===== src/rtl/debounce_pkg.sv =====
// Shared definitions for the multi-channel button debouncer: FSM encoding,
// counter-width helper and default cycle counts for a 50 MHz clock.
package debounce_pkg;

    typedef enum logic [1:0] {
        SOLTO       = 2'd0,
        PRESSIONADO = 2'd1,
        LONGO       = 2'd2
    } estado_t;

    localparam int DEBOUNCE_CICLOS_50MHZ = 500000;
    localparam int LONGO_CICLOS_50MHZ    = 50000000;
    localparam int REPEAT_CICLOS_50MHZ   = 10000000;

    // Smallest width able to hold values 0..n-1, never less than one bit.
    function automatic int largura_cont(input int n);
        int w;
        w = 1;
        for (int i = 1; i < 31; i++) begin
            if ((1 << i) < n) w = i + 1;
        end
        return w;
    endfunction

endpackage


===== src/rtl/debounce_canal.sv =====
// One debounce channel: 2-FF synchroniser, debounce counter, press/release/long FSM.
// Optional DEBOUNCE_AUTO_REPEAT_EN re-pulses longo every REPEAT_CICLOS while held.
module debounce_canal
    import debounce_pkg::*;
#(
    parameter int DEBOUNCE_CICLOS = DEBOUNCE_CICLOS_50MHZ,
    parameter int LONGO_CICLOS    = LONGO_CICLOS_50MHZ,
    parameter int REPEAT_CICLOS   = REPEAT_CICLOS_50MHZ
) (
    input  logic clk,
    input  logic rst_n,
    input  logic botao_i,
    output logic estavel_o,
    output logic pressionado_o,
    output logic solto_o,
    output logic longo_o
);

    localparam int DEB_W  = largura_cont(DEBOUNCE_CICLOS);
    localparam int HOLD_N = (LONGO_CICLOS > REPEAT_CICLOS) ? LONGO_CICLOS : REPEAT_CICLOS;
    localparam int HOLD_W = largura_cont(HOLD_N);

    localparam logic [DEB_W-1:0]  DEB_FIM   = DEB_W'(DEBOUNCE_CICLOS - 1);
    localparam logic [HOLD_W-1:0] LONGO_FIM = HOLD_W'(LONGO_CICLOS - 1);
`ifdef DEBOUNCE_AUTO_REPEAT_EN
    localparam logic [HOLD_W-1:0] REPEAT_FIM = HOLD_W'(REPEAT_CICLOS - 1);
`else
    localparam logic [HOLD_W-1:0] HOLD_MAX = '1;
`endif

    logic [1:0]        sync_q;
    logic [DEB_W-1:0]  deb_q, deb_d;
    logic              estavel_q, estavel_d;
    logic [HOLD_W-1:0] hold_q;
    estado_t           estado_q;
    logic              pressionado_q, solto_q, longo_q;
    logic              diverge, aceita, sobe, desce;

    assign diverge = sync_q[1] != estavel_q;
    assign aceita  = diverge && (deb_q == DEB_FIM);
    assign sobe    = aceita && sync_q[1];
    assign desce   = aceita && !sync_q[1];

    // Any agreeing cycle restarts the window, so short glitches never accumulate.
    always_comb begin
        deb_d     = '0;
        estavel_d = estavel_q;
        if (diverge) begin
            if (deb_q == DEB_FIM) estavel_d = ~estavel_q;
            else                  deb_d     = deb_q + DEB_W'(1);
        end
    end

    always_ff @(posedge clk or negedge rst_n) begin
        if (!rst_n) begin
            sync_q    <= '0;
            deb_q     <= '0;
            estavel_q <= 1'b0;
        end else begin
            sync_q    <= {sync_q[0], botao_i};
            deb_q     <= deb_d;
            estavel_q <= estavel_d;
        end
    end

    // FSM acts on the acceptance event itself so pulses land on the estavel edge.
    always_ff @(posedge clk or negedge rst_n) begin
        if (!rst_n) begin
            estado_q      <= SOLTO;
            hold_q        <= '0;
            pressionado_q <= 1'b0;
            solto_q       <= 1'b0;
            longo_q       <= 1'b0;
        end else begin
            pressionado_q <= 1'b0;
            solto_q       <= 1'b0;
            longo_q       <= 1'b0;
            case (estado_q)
                SOLTO: begin
                    hold_q <= '0;
                    if (sobe) begin
                        estado_q      <= PRESSIONADO;
                        pressionado_q <= 1'b1;
                    end
                end
                PRESSIONADO: begin
                    if (desce) begin
                        estado_q <= SOLTO;
                        solto_q  <= 1'b1;
                        hold_q   <= '0;
                    end else if (hold_q == LONGO_FIM) begin
                        estado_q <= LONGO;
                        longo_q  <= 1'b1;
                        hold_q   <= '0;
                    end else begin
                        hold_q <= hold_q + HOLD_W'(1);
                    end
                end
                LONGO: begin
                    if (desce) begin
                        estado_q <= SOLTO;
                        solto_q  <= 1'b1;
                        hold_q   <= '0;
`ifdef DEBOUNCE_AUTO_REPEAT_EN
                    end else if (hold_q == REPEAT_FIM) begin
                        longo_q <= 1'b1;
                        hold_q  <= '0;
                    end else begin
                        hold_q <= hold_q + HOLD_W'(1);
                    end
`else
                    end else if (hold_q != HOLD_MAX) begin
                        hold_q <= hold_q + HOLD_W'(1);
                    end
`endif
                end
                default: begin
                    estado_q <= SOLTO;
                    hold_q   <= '0;
                end
            endcase
        end
    end

    assign estavel_o     = estavel_q;
    assign pressionado_o = pressionado_q;
    assign solto_o       = solto_q;
    assign longo_o       = longo_q;

endmodule


===== src/rtl/debounce_multicanal.sv =====
// N independent debounce channels; honours DEBOUNCE_AUTO_REPEAT_EN through
// debounce_canal. No arbitration: channels run fully in parallel.
module debounce_multicanal
    import debounce_pkg::*;
#(
    parameter int N_CANAIS        = 4,
    parameter int DEBOUNCE_CICLOS = DEBOUNCE_CICLOS_50MHZ,
    parameter int LONGO_CICLOS    = LONGO_CICLOS_50MHZ,
    parameter int REPEAT_CICLOS   = REPEAT_CICLOS_50MHZ
) (
    input  logic                clk,
    input  logic                rst_n,
    input  logic [N_CANAIS-1:0] botao_in,
    output logic [N_CANAIS-1:0] estavel,
    output logic [N_CANAIS-1:0] pressionado,
    output logic [N_CANAIS-1:0] solto,
    output logic [N_CANAIS-1:0] longo
);

    for (genvar i = 0; i < N_CANAIS; i++) begin : g_canal
        debounce_canal #(
            .DEBOUNCE_CICLOS (DEBOUNCE_CICLOS),
            .LONGO_CICLOS    (LONGO_CICLOS),
            .REPEAT_CICLOS   (REPEAT_CICLOS)
        ) u_canal (
            .clk           (clk),
            .rst_n         (rst_n),
            .botao_i       (botao_in[i]),
            .estavel_o     (estavel[i]),
            .pressionado_o (pressionado[i]),
            .solto_o       (solto[i]),
            .longo_o       (longo[i])
        );
    end

endmodule


===== config.mk =====
export PLATFORM = sky130hd
export DESIGN_NAME = debounce_multicanal
export DESIGN_NICKNAME = d
export VERILOG_FILES = /design/src/rtl/debounce_pkg.sv /design/src/rtl/debounce_canal.sv /design/src/rtl/debounce_multicanal.sv
export SDC_FILE = /design/constraint.sdc
export NUM_CORES = 1
export LEC_CHECK = 0
export ABC_AREA = 1
export BUFFER_PORTS_ARGS = -buffer_cell sky130_fd_sc_hd__buf_2
export CORE_MARGIN = 5
export CORE_UTILIZATION = 50
export CTS_CLUSTER_DIAMETER = 80
export DETAILED_ROUTE_END_ITERATION = 8
export GPL_ROUTABILITY_DRIVEN = 0
export GPL_TIMING_DRIVEN = 0
export PLACE_DENSITY = 0.66
export SLEW_MARGIN = 20
export SYNTH_ARGS = -nofsm -noshare
export SYNTH_HDL_FRONTEND = slang
export SYNTH_HIERARCHICAL = 1
export SYNTH_SLANG_ARGS = --single-unit

===== constraint.sdc =====
create_clock -name clk -period 2.6 [get_ports clk]
set_input_delay 0.52 -clock clk [delete_from_list [all_inputs] [get_ports clk]]
set_output_delay 0.52 -clock clk [all_outputs]
set_load 0.01 [all_outputs]

==> out/metrics.csv <==
metric,value,unit
largest net degree at the start of global routing,99,
DPL Wire Length,20500,um
CP max stage delay,0.44,ns
Reg2Reg Capture Point,g_canal[0].u_canal/hold_q[8],
I/O pin count,22,
CP Class,reg -> reg,
area grow syn2layout,11.4,%
DRT met1 WL,13600,um
mapped cell area,12800,sq um
first-pass GRT wire length,50100,um
syn_area_per_cell,7.51,sq um
Power Dens Cells,498,nW/um^2
Synthesis Warnings,6,
fmax,453,MHz
clock latency on the worst-skew pair,0.52,ns
Worst Hold Launch,botao_in[2],
total track usage,0.201,
Detail Route met2 WL,12800,um
initial antenna violation count,0,
DRT Wirelength,28100,um
site row count,58,
Cell variety after synth,45,
final setup vio count,0,
r2r worst-path depth,9,
vias in the first global route,10800,
min Tclk post-route,2.21,ns
sequential area share after synthesis,0.415,
Die H,170,um
total power,7.10,mW
post-CTS sizing,0,
drc violations,0,
Worst Path Arrival,2.60,ns
Die W,170,um
fraction of layout instances using a drive strength above 1,0.104,
CTS max path bufs,3,
worst-path cell chain,"ha_1, nand3_1, nor2_4, nand4_2, nand2_2, nand2_2, nand2_1, buf_6, o21ai_0",
drt first pass iters,6,
Initial Util,0.508,
HP Class,in -> reg,
syn nets,1729,
"FF+latch count, synth",212,
clk_skew,0.00588,ns
leakage power,6.35,nW
most used flip-flop cell after synthesis,dfrtp_1,
ANT cells,0,
Max-Cap Viols,0,
CTS tree,built,
relative slew slack,0.468,
worst-path fanout max,10,
die area,28900,sq um
routed len/inst,13.4,um
Min-Delay Endpoint,g_canal[2].u_canal/sync_q[0],
Post-synth EDFFs,0,
CP top delay family,simple AND/OR/NAND/NOR gates,
hold path cells,1,
"Slowest-stage cell, CP",dfrtp_1,
GRT Residual Overflow,0,
Cells after Synth,1703,
CP endpoint kind,flip-flop,
"CTS clk-pin slew, worst paths",0.06,ns
highest metal used,met4,
Post-CTS Setup Bufs,0,
r2r setup slk,0.39,ns
status,"complete, no violations",
Post-synth top cells,"349 x nand2_1, 324 x nor2_1, 212 x dfrtp_1",
final setup TNS,0,ns
CP required,2.99,ns
Final Max Tran Viols,0,
Buf/Inv on CP,1,
DRT antenna net count,0,
area share of the largest cell type after synthesis,0.415,
Final Hold Vio Count,0,
clk sinks,212,
htree depth,1,
final worst path period share,0.849,
CTS buffer count,25,
Port Buffers,21,
clock tree root driver cell,clkbuf_16,
worst vdd ir,0.486,mV
DR WL met3,1260,um
R2R Path Start,g_canal[0].u_canal/deb_q[0],
most area-consuming cells after synthesis,"dfrtp_1 41%, nand2_1 10%, nor2_1 9.5%, nand3_1 6.6%, inv_1 5.5%",
"count leader, synth",nand2_1,
cell taking the most area after synthesis,dfrtp_1,
CP most frequent cell,nand2_2,
type of origin of the critical path,flip-flop,
DR vias/cell,5.25,
"FFs w/ async S/R, synth",1.00,
core box area,25200,sq um
vias after detailed routing,11000,
DRT iter0 DRCs,711,
Layout Nets,1780,
actual slew at the worst max-slew pin,0.792,ns
unrepaired setup endpoints after global routing,false,
## state kept, by name, summed over array words and instances (netlist names)
signal	cells
g_canal.u_canal/hold_q	104
g_canal.u_canal/deb_q	76
g_canal.u_canal/estado_q	8
g_canal.u_canal/sync_q	8
g_canal.u_canal/estavel_o	4
g_canal.u_canal/longo_o	4
g_canal.u_canal/pressionado_o	4
g_canal.u_canal/solto_o	4
## per-stage QoR
stage | util | area [sq um] | setup slack [ns] | std cells | hold slack, ns
6_report | 0.566 | 14200 | 0.392 | 2101 | 0.102
2_1_floorplan | - | 12800 | 0.869 | 1703 | 0.224
5_1_grt | 0.566 | 14200 | 0.181 | 2101 | 0.0795
4_1_cts | 0.566 | 14200 | 0.411 | 2101 | 0.0777
3_3_place_gp | 0.528 | 13300 | -2.67 | 2054 | 0.332
3_5_place_dp | 0.531 | 13400 | 0.420 | 2056 | 0.340
## cell type report
type	instances	area, sq um
Clock buffer	35	733
Inverter	191	717
Fill cell	2308	10900
Multi-Input combinational cell	1278	6590
Timing Repair Buffer	24	180
Tap cell	330	413
Buffer	22	183
Clock inverter	9	130
Sequential cell	212	5310
## layout by cell type, fill, tap and decap left out, drive strengths merged, types with 4 or more instances in the layout
cell type	count
nand4	55
nor2	347
dfrtp	212
nand3b	5
buf	44
a211oi	4
nand3	176
ha	20
a21oi	22
inv	193
xor2	60
a31oi	12
nor3b	19
nor3	79
nand2	373
xnor2	12
clkbuf	36
o21ai	74
## cell families (layout without fill, tap and decap cells)
| family | count (synthesis) | in the layout | share of synthesized area |
|---|---|---|---|
| buf+inv | 213 | 281 | 0.0703 |
| simple gates | 1062 | 1062 | 0.386 |
| xor+xnor | 72 | 72 | 0.0493 |
| flops | 212 | 212 | 0.415 |
| compound gates | 124 | 124 | 0.0600 |
| fa+ha+maj | 20 | 20 | 0.0196 |
## power breakdown
group | leakage (nW) | internal, mW | switching, mW
Combinational | 2.99 | 0.0316 | 0.105
Sequential | 2.93 | 3.32 | 0.0222
Clock | 0.425 | 2.26 | 1.36
## metal layers
metal / up-vias / global-route usage
li1: 5643 / -
met1: 5141 / 0.283
met2: 208 / 0.336
met3: 39 / 0.0232
met4: 0 / 0.0434
met5: - / 0
## how the worst max path moves through the flow
stage	start	end	slack, ns	cells past startpoint
after detailed placement	g_canal[2].u_canal/deb_q[0]	g_canal[2].u_canal/hold_q[10]	0.42	9
after floorplan	g_canal[0].u_canal/deb_q[0]	g_canal[0].u_canal/hold_q[11]	0.87	9
final	g_canal[0].u_canal/deb_q[0]	g_canal[0].u_canal/hold_q[8]	0.39	9
after CTS	g_canal[0].u_canal/deb_q[0]	g_canal[0].u_canal/hold_q[8]	0.41	9
after global routing	g_canal[1].u_canal/deb_q[0]	g_canal[1].u_canal/hold_q[8]	0.18	9
after global placement	rst_n	g_canal[2].u_canal/estado_q[0]	-2.67	1
## timing repair
item / in CTS / in global routing
hold buffers: 1 / 0
setup endpoints to repair: 0 / 0
endpoints found under the hold margin: 32 / 0
Note: power is estimated with default switching activity, not from simulation.
